`config.mk`:
```
export PLATFORM = sky130hd
export DESIGN_NAME = nibble_serial_adder
export DESIGN_NICKNAME = d
export VERILOG_FILES = /design/src/rtl/adder_pkg.sv /design/src/rtl/nibble_add4.sv /design/src/rtl/nibble_serial_adder.sv
export SDC_FILE = /design/constraint.sdc
export NUM_CORES = 1
export LEC_CHECK = 0
export CAP_MARGIN = 20
export CORE_UTILIZATION = 35
export DETAILED_ROUTE_END_ITERATION = 12
export PLACE_DENSITY_LB_ADDON = 0.1
export SYNTH_ARGS = -nofsm -noshare
export SYNTH_HDL_FRONTEND = slang
export SYNTH_SLANG_ARGS = --single-unit
```
`constraint.sdc`:
```
create_clock -name clk -period 4.6 [get_ports clk]
set_input_delay 0.92 -clock clk [delete_from_list [all_inputs] [get_ports clk]]
set_output_delay 0.92 -clock clk [all_outputs]
set_load 0.005 [all_outputs]
```
`src/rtl/adder_pkg.sv`:
```
// Shared types and helpers for the nibble-serial adder.
//
// Contents:
//   adder_state_t  - sequencer states (IDLE, RUN, DONE)
//   NIBBLE_W       - width of the shared adder slice
//   cnt_width()    - nibble counter width for a given nibble count (minimum 1)
//   full_add()     - one full-adder cell, returns {carry_out, sum}
package adder_pkg;

   typedef enum logic [1:0] {
      IDLE = 2'd0,
      RUN  = 2'd1,
      DONE = 2'd2
   } adder_state_t;

   localparam int NIBBLE_W = 4;

   // A single-nibble adder still needs a 1-bit counter so the port
   // and compare logic keep a legal width.
   function automatic int cnt_width(input int nib);
      return (nib > 1) ? $clog2(nib) : 1;
   endfunction

   function automatic logic [1:0] full_add(input logic x, input logic y,
                                           input logic ci);
      logic s;
      logic co;
      s  = x ^ y ^ ci;
      co = (x & y) | (ci & (x ^ y));
      return {co, s};
   endfunction

endpackage

```
`src/rtl/nibble_add4.sv`:
```
// Combinational 4-bit ripple-carry slice built from full-adder cells.
// This is the single shared adder reused once per clock by the sequencer.
//
// Ports:
//   a, b  in  [3:0]  nibble operands
//   cin   in  1      carry into bit 0
//   sum   out [3:0]  nibble result
//   cout  out 1      carry out of bit 3
module nibble_add4
   import adder_pkg::*;
(
   input  logic [NIBBLE_W-1:0] a,
   input  logic [NIBBLE_W-1:0] b,
   input  logic                cin,
   output logic [NIBBLE_W-1:0] sum,
   output logic                cout
);

   // Ripple is written procedurally so the carry chain is a local variable
   // rather than a self-dependent vector net.
   always_comb begin
      logic       c;
      logic [1:0] fa;
      sum = '0;
      c   = cin;
      for (int i = 0; i < NIBBLE_W; i++) begin
         fa     = full_add(a[i], b[i], c);
         sum[i] = fa[0];
         c      = fa[1];
      end
      cout = c;
   end

endmodule

```
`src/rtl/nibble_serial_adder.sv`:
```
// Multi-cycle WIDTH-bit adder that sequences one shared 4-bit slice over the
// operands, LSB nibble first, carrying between cycles in a flop.
//
// Optional feature macro: ADDER_SUB_EN
//   defined   - adds the 'sub' port; a - b computed as a + ~b + ~cin
//               (cout = 1 means no borrow)
//   undefined - add only, no inversion logic on b or cin
//
// Parameters:
//   WIDTH  operand/result width, multiple of 4 and >= 4 (NIB = WIDTH/4)
//
// Ports:
//   clk        in   1      clock, rising edge
//   rst_n      in   1      synchronous active-low reset
//   in_valid   in   1      operands valid
//   in_ready   out  1      block can accept (IDLE and not in reset)
//   a, b       in   WIDTH  operands
//   cin        in   1      carry-in (borrow-in when subtracting)
//   sub        in   1      1 = a - b (ADDER_SUB_EN only)
//   out_valid  out  1      sum/cout hold a completed result
//   out_ready  in   1      consumer accepts the result
//   sum        out  WIDTH  registered result
//   cout       out  1      registered carry-out of the MSB nibble
//
// state | meaning
// ------+-------------------------------------------------------------
// IDLE  | waiting for operands; in_ready high
// RUN   | one nibble added per cycle, LSB to MSB
// DONE  | result held on sum/cout with out_valid until out_ready
module nibble_serial_adder
   import adder_pkg::*;
#(
   parameter int WIDTH = 16
) (
   input  logic             clk,
   input  logic             rst_n,
   input  logic             in_valid,
   output logic             in_ready,
   input  logic [WIDTH-1:0] a,
   input  logic [WIDTH-1:0] b,
   input  logic             cin,
`ifdef ADDER_SUB_EN
   input  logic             sub,
`endif
   output logic             out_valid,
   input  logic             out_ready,
   output logic [WIDTH-1:0] sum,
   output logic             cout
);

   localparam int NIB   = WIDTH / NIBBLE_W;
   localparam int CNT_W = cnt_width(NIB);
   localparam logic [CNT_W-1:0] LAST_CNT = CNT_W'(NIB - 1);

   if ((WIDTH % NIBBLE_W) != 0 || WIDTH < NIBBLE_W) begin : g_bad_width
      $error("nibble_serial_adder: WIDTH must be a multiple of 4 and >= 4");
   end

   adder_state_t state;
   adder_state_t state_next;

   logic [WIDTH-1:0]    a_sh;
   logic [WIDTH-1:0]    b_sh;
   logic [WIDTH-1:0]    sum_q;
   logic [WIDTH-1:0]    sum_next;
   logic                carry;
   logic                cout_q;
   logic [CNT_W-1:0]    cnt;
   logic                last_nib;

   logic [WIDTH-1:0]    b_eff;
   logic                carry_in;

   logic [NIBBLE_W-1:0] slice_sum;
   logic                slice_cout;

`ifdef ADDER_SUB_EN
   assign b_eff    = b ^ {WIDTH{sub}};
   assign carry_in = cin ^ sub;
`else
   assign b_eff    = b;
   assign carry_in = cin;
`endif

   nibble_add4 u_slice (
      .a    (a_sh[NIBBLE_W-1:0]),
      .b    (b_sh[NIBBLE_W-1:0]),
      .cin  (carry),
      .sum  (slice_sum),
      .cout (slice_cout)
   );

   assign last_nib = (cnt == LAST_CNT);

   // New nibble enters at the top; after NIB shifts the LSB nibble has
   // walked down to bit 0.
   always_comb begin
      sum_next = sum_q >> NIBBLE_W;
      sum_next[WIDTH-1 -: NIBBLE_W] = slice_sum;
   end

   always_ff @(posedge clk) begin
      if (!rst_n) begin
         state <= IDLE;
      end else begin
         state <= state_next;
      end
   end

   always_comb begin
      state_next = state;
      case (state)
         IDLE: if (in_valid)  state_next = RUN;
         RUN:  if (last_nib)  state_next = DONE;
         DONE: if (out_ready) state_next = IDLE;
         default:             state_next = IDLE;
      endcase
   end

   always_ff @(posedge clk) begin
      if (!rst_n) begin
         a_sh   <= '0;
         b_sh   <= '0;
         sum_q  <= '0;
         carry  <= 1'b0;
         cout_q <= 1'b0;
         cnt    <= '0;
      end else begin
         case (state)
            IDLE: begin
               if (in_valid) begin
                  a_sh  <= a;
                  b_sh  <= b_eff;
                  carry <= carry_in;
                  cnt   <= '0;
               end
            end
            RUN: begin
               a_sh  <= a_sh >> NIBBLE_W;
               b_sh  <= b_sh >> NIBBLE_W;
               sum_q <= sum_next;
               carry <= slice_cout;
               cnt   <= cnt + CNT_W'(1);
               if (last_nib) begin
                  cout_q <= slice_cout;
               end
            end
            default: ;
         endcase
      end
   end

   assign in_ready  = (state == IDLE) && rst_n;
   assign out_valid = (state == DONE);
   assign sum       = sum_q;
   assign cout      = cout_q;

endmodule

```
==> Flow_metrics.wiki <==
{| class="wikitable"
! Metric !! Value
|-
| Data arrival, critical path || 2160 ps
|-
| Library cells used by synthesis || 27
|-
| Number of standard cells after synthesis || 244
|-
| Reported max-cap violation count || 0
|-
| Kind of launch point of the worst setup path || primary input
|-
| Core utilization of the finished layout || 48.2%
|-
| Placeable core area || 5960 um2
|-
| Critical path capture point type || output port
|-
| CP Data Required Time || 3680 ps
|-
| Vias per Instance || 4.99
|-
| Setup bufs post-CTS || 0
|-
| Clock period minus final worst setup slack || 3080 ps
|-
| Sequential element share of the synthesized area || 49.5%
|-
| RSZ-0062 raised after global routing || false
|-
| Starting density of the core || 36.6%
|-
| Worst-margin pin slew || 1040 ps
|-
| Cell accounting for the most synthesized area || sky130_fd_sc_hd__dfxtp_1
|-
| Worst-case setup margin in the final layout || 1520 ps
|-
| Combined area of the multi-input logic cells || 940 um2
|-
| Area after DPL || 2730 um2
|-
| Synthesized area per cell || 8.94 um2
|-
| Share of post-route cells with drive strength above 1 || 4.84%
|-
| Worst hold-check path type || reg2reg
|-
| Antenna violations before repair || 0
|-
| Count of state elements after synthesis || 54
|-
| Number of standard-cell rows in the floorplan || 28
|-
| Static Leak || 1.06 nW
|-
| Number of failing hold endpoints at the final stage || 0
|-
| Largest clock skew in the final design || 7.94 ps
|-
| Bufs on Longest Clock Path || 2
|-
| Final antenna diode count || 0
|-
| Layout fillers || 607
|-
| Run status || finished clean
|-
| Global-route usage over all layers || 15.9%
|-
| Clock input transition at the sequential cells of the worst setup and hold paths || 100 ps
|-
| Clock latency on the worst-skew pair || 300 ps
|-
| Number of clock sinks || 54
|-
| Final cell count without fillers || 364
|-
| Max Fclk || 0.325 GHz
|-
| Cell area after layout || 2870 um2
|-
| DP HPWL || 3.14 mm
|-
| Grt ovf || 0
|-
| Initial DRC count || 94
|-
| Met2 track demand over resource || 28.5%
|-
| Syn-to-layout area delta || 31.4%
|-
| Die area || 6550 um2
|-
| Maximum number of pins on one net before global-route repair || 39
|-
| Area share of the largest cell type after synthesis || 49.5%
|-
| Power density over the cells || 361 nW/um2
|-
| Sum of routed wire length over all layers || 4.79 mm
|-
| Post-CTS resize count || 0
|-
| Design Power || 1.04 mW
|-
| Detail Route Antenna Nets || 0
|-
| Drc violations || 0
|-
| Number of buffers added by the clock tree synthesis step || 5
|-
| Gpl congestion || 0.713
|-
| Synth Warn # || 0
|-
| Total via count after detailed routing || 1816
|-
| First-pass GRT wire length || 8.00 mm
|-
| Post-Syn Area || 2180 um2
|-
| Post-route setup TNS || 0 ps
|-
| Worst hold margin || 458 ps
|-
| Iteration count of the initial detailed-routing pass || 4
|-
| Die Width || 81.0 um
|-
| Vias in the first global route || 1775
|-
| Number of input and output port buffers inserted || 55
|-
| Sequential cell area || 1080 um2
|-
| Setup violations, final || 0
|-
| Hold buffer count at cts || 0
|-
| Ranking of synthesized cells by area || sky130_fd_sc_hd__dfxtp_1 (50%), sky130_fd_sc_hd__nor2_1 (9.3%), sky130_fd_sc_hd__o221ai_1 (8.8%), sky130_fd_sc_hd__a21oi_1 (5.0%), sky130_fd_sc_hd__nand2_1 (4.8%)
|-
| Ports || 56
|-
| TritonCTS clock tree || yes
|-
| Type of the worst setup path || in2out
|-
| Mapped Nets || 286
|-
| Die H || 81.0 um
|-
| Worst slew margin relative to its limit || 30.6%
|-
| Met1 usage || 18.6%
|-
| Number of levels in the clock H-tree || 2
|-
| Dpl ws || 1510 ps
|-
| GRT Max-Usage Layer || met2
|-
| Met3 GRT Util || 4.04%
|-
| Critical-path maximum fanout || 2
|-
| Drt wl/cell || 13.2 um
|-
| Worst ir drop on vdd || 216 uV
|-
| Final Cycle Share || 66.9%
|-
| Max Transition Viols Final || 0
|-
| Layout Nets || 330
|-
| Root buffer cell || sky130_fd_sc_hd__clkbuf_8
|-
| Inst Count DP || 356
|}
-- flip-flops by register name, indices dropped and copies added (netlist names) --
| signal | cells |
|---|---|
| cnt | 2 |
| cout | 1 |
| a_sh | 16 |
| state | 2 |
| carry | 1 |
| b_sh | 16 |
| sum | 16 |
-- path summary, 6_finish.rpt --
path                            startpoint        to  depth (start not counted)  slack [ps]
worst max-delay path                 rst_n  in_ready                          4        1520
worst min-delay path                sum[3]    sum[3]                          2         460
worst max register to register     a_sh[0]   sum[15]                          8        2430
worst min register to register      sum[3]    sum[3]                          2         460
-- routing by layer --
metal	up-vias	wire (um)
li1	927	-
met4	0	50
met2	41	2270
met5	-	0
met1	843	2260
met3	5	200
-- final cells by class --
| class | count | share of cell area (%) |
|---|---|---|
| tap | 75 | 3.27 |
| timing repair buffer | 58 | 20.0 |
| clock inverter | 2 | 2.09 |
| sequential | 54 | 37.7 |
| multi-input combinational | 159 | 32.8 |
| clock buffer | 6 | 2.88 |
| inverter | 10 | 1.31 |
-- kinds of logic after synthesis --
kind of cell,share of synthesized area (%)
buffers and inverters,7.40
adder cells (fa/ha/maj),4.24
multiplexers,0.917
AO/OA/AOI/OAI,20.9
flip-flops,49.5
AND/OR/NAND/NOR,17.0
-- critical path: stages --
cell and delay, ps:
sky130_fd_sc_hd__clkdlybuf4s50_1 540, sky130_fd_sc_hd__nand2b_1 100, sky130_fd_sc_hd__nor2_1 90, sky130_fd_sc_hd__clkdlybuf4s50_1 510
-- cells in the mapped netlist --
cell type,count
sky130_fd_sc_hd__a211oi_1,2
sky130_fd_sc_hd__a21oi_1,22
sky130_fd_sc_hd__a22oi_1,8
sky130_fd_sc_hd__a311oi_1,1
sky130_fd_sc_hd__buf_2,6
sky130_fd_sc_hd__buf_4,3
sky130_fd_sc_hd__buf_6,2
sky130_fd_sc_hd__buf_8,1
sky130_fd_sc_hd__clkbuf_1,9
sky130_fd_sc_hd__dfxtp_1,54
sky130_fd_sc_hd__fa_1,4
sky130_fd_sc_hd__ha_1,1
sky130_fd_sc_hd__inv_1,10
sky130_fd_sc_hd__mux2i_1,2
sky130_fd_sc_hd__nand2_1,28
sky130_fd_sc_hd__nand2b_1,2
sky130_fd_sc_hd__nor2_1,54
sky130_fd_sc_hd__nor2b_1,2
sky130_fd_sc_hd__nor3b_1,1
sky130_fd_sc_hd__o21ai_0,2
sky130_fd_sc_hd__o21ba_2,1
sky130_fd_sc_hd__o21bai_1,1
sky130_fd_sc_hd__o221a_1,1
sky130_fd_sc_hd__o221ai_1,22
sky130_fd_sc_hd__o221ai_2,2
sky130_fd_sc_hd__or3b_1,1
sky130_fd_sc_hd__or4bb_1,2
-- where the power goes --
group / internal (mW) / switching (mW) / total (mW) / leakage [nW]
Combinational: 0.0708 / 0.0661 / 0.137 / 0.541
Sequential: 0.497 / 0.0188 / 0.516 / 0.444
Clock: 0.232 / 0.151 / 0.383 / 0.0714
Total: 0.800 / 0.236 / 1.04 / 1.06
-- placed cells by master, fill, tap and decap left out, types with 3 or more instances in the layout --
master	n
sky130_fd_sc_hd__inv_1	10
sky130_fd_sc_hd__a21oi_1	22
sky130_fd_sc_hd__fa_1	4
sky130_fd_sc_hd__o221ai_1	22
sky130_fd_sc_hd__nor2_1	54
sky130_fd_sc_hd__buf_4	3
sky130_fd_sc_hd__dfxtp_1	54
sky130_fd_sc_hd__nand2_1	28
sky130_fd_sc_hd__clkbuf_8	6
sky130_fd_sc_hd__a22oi_1	8
sky130_fd_sc_hd__clkdlybuf4s50_1	55
Note: power is estimated with default switching activity, not from simulation.
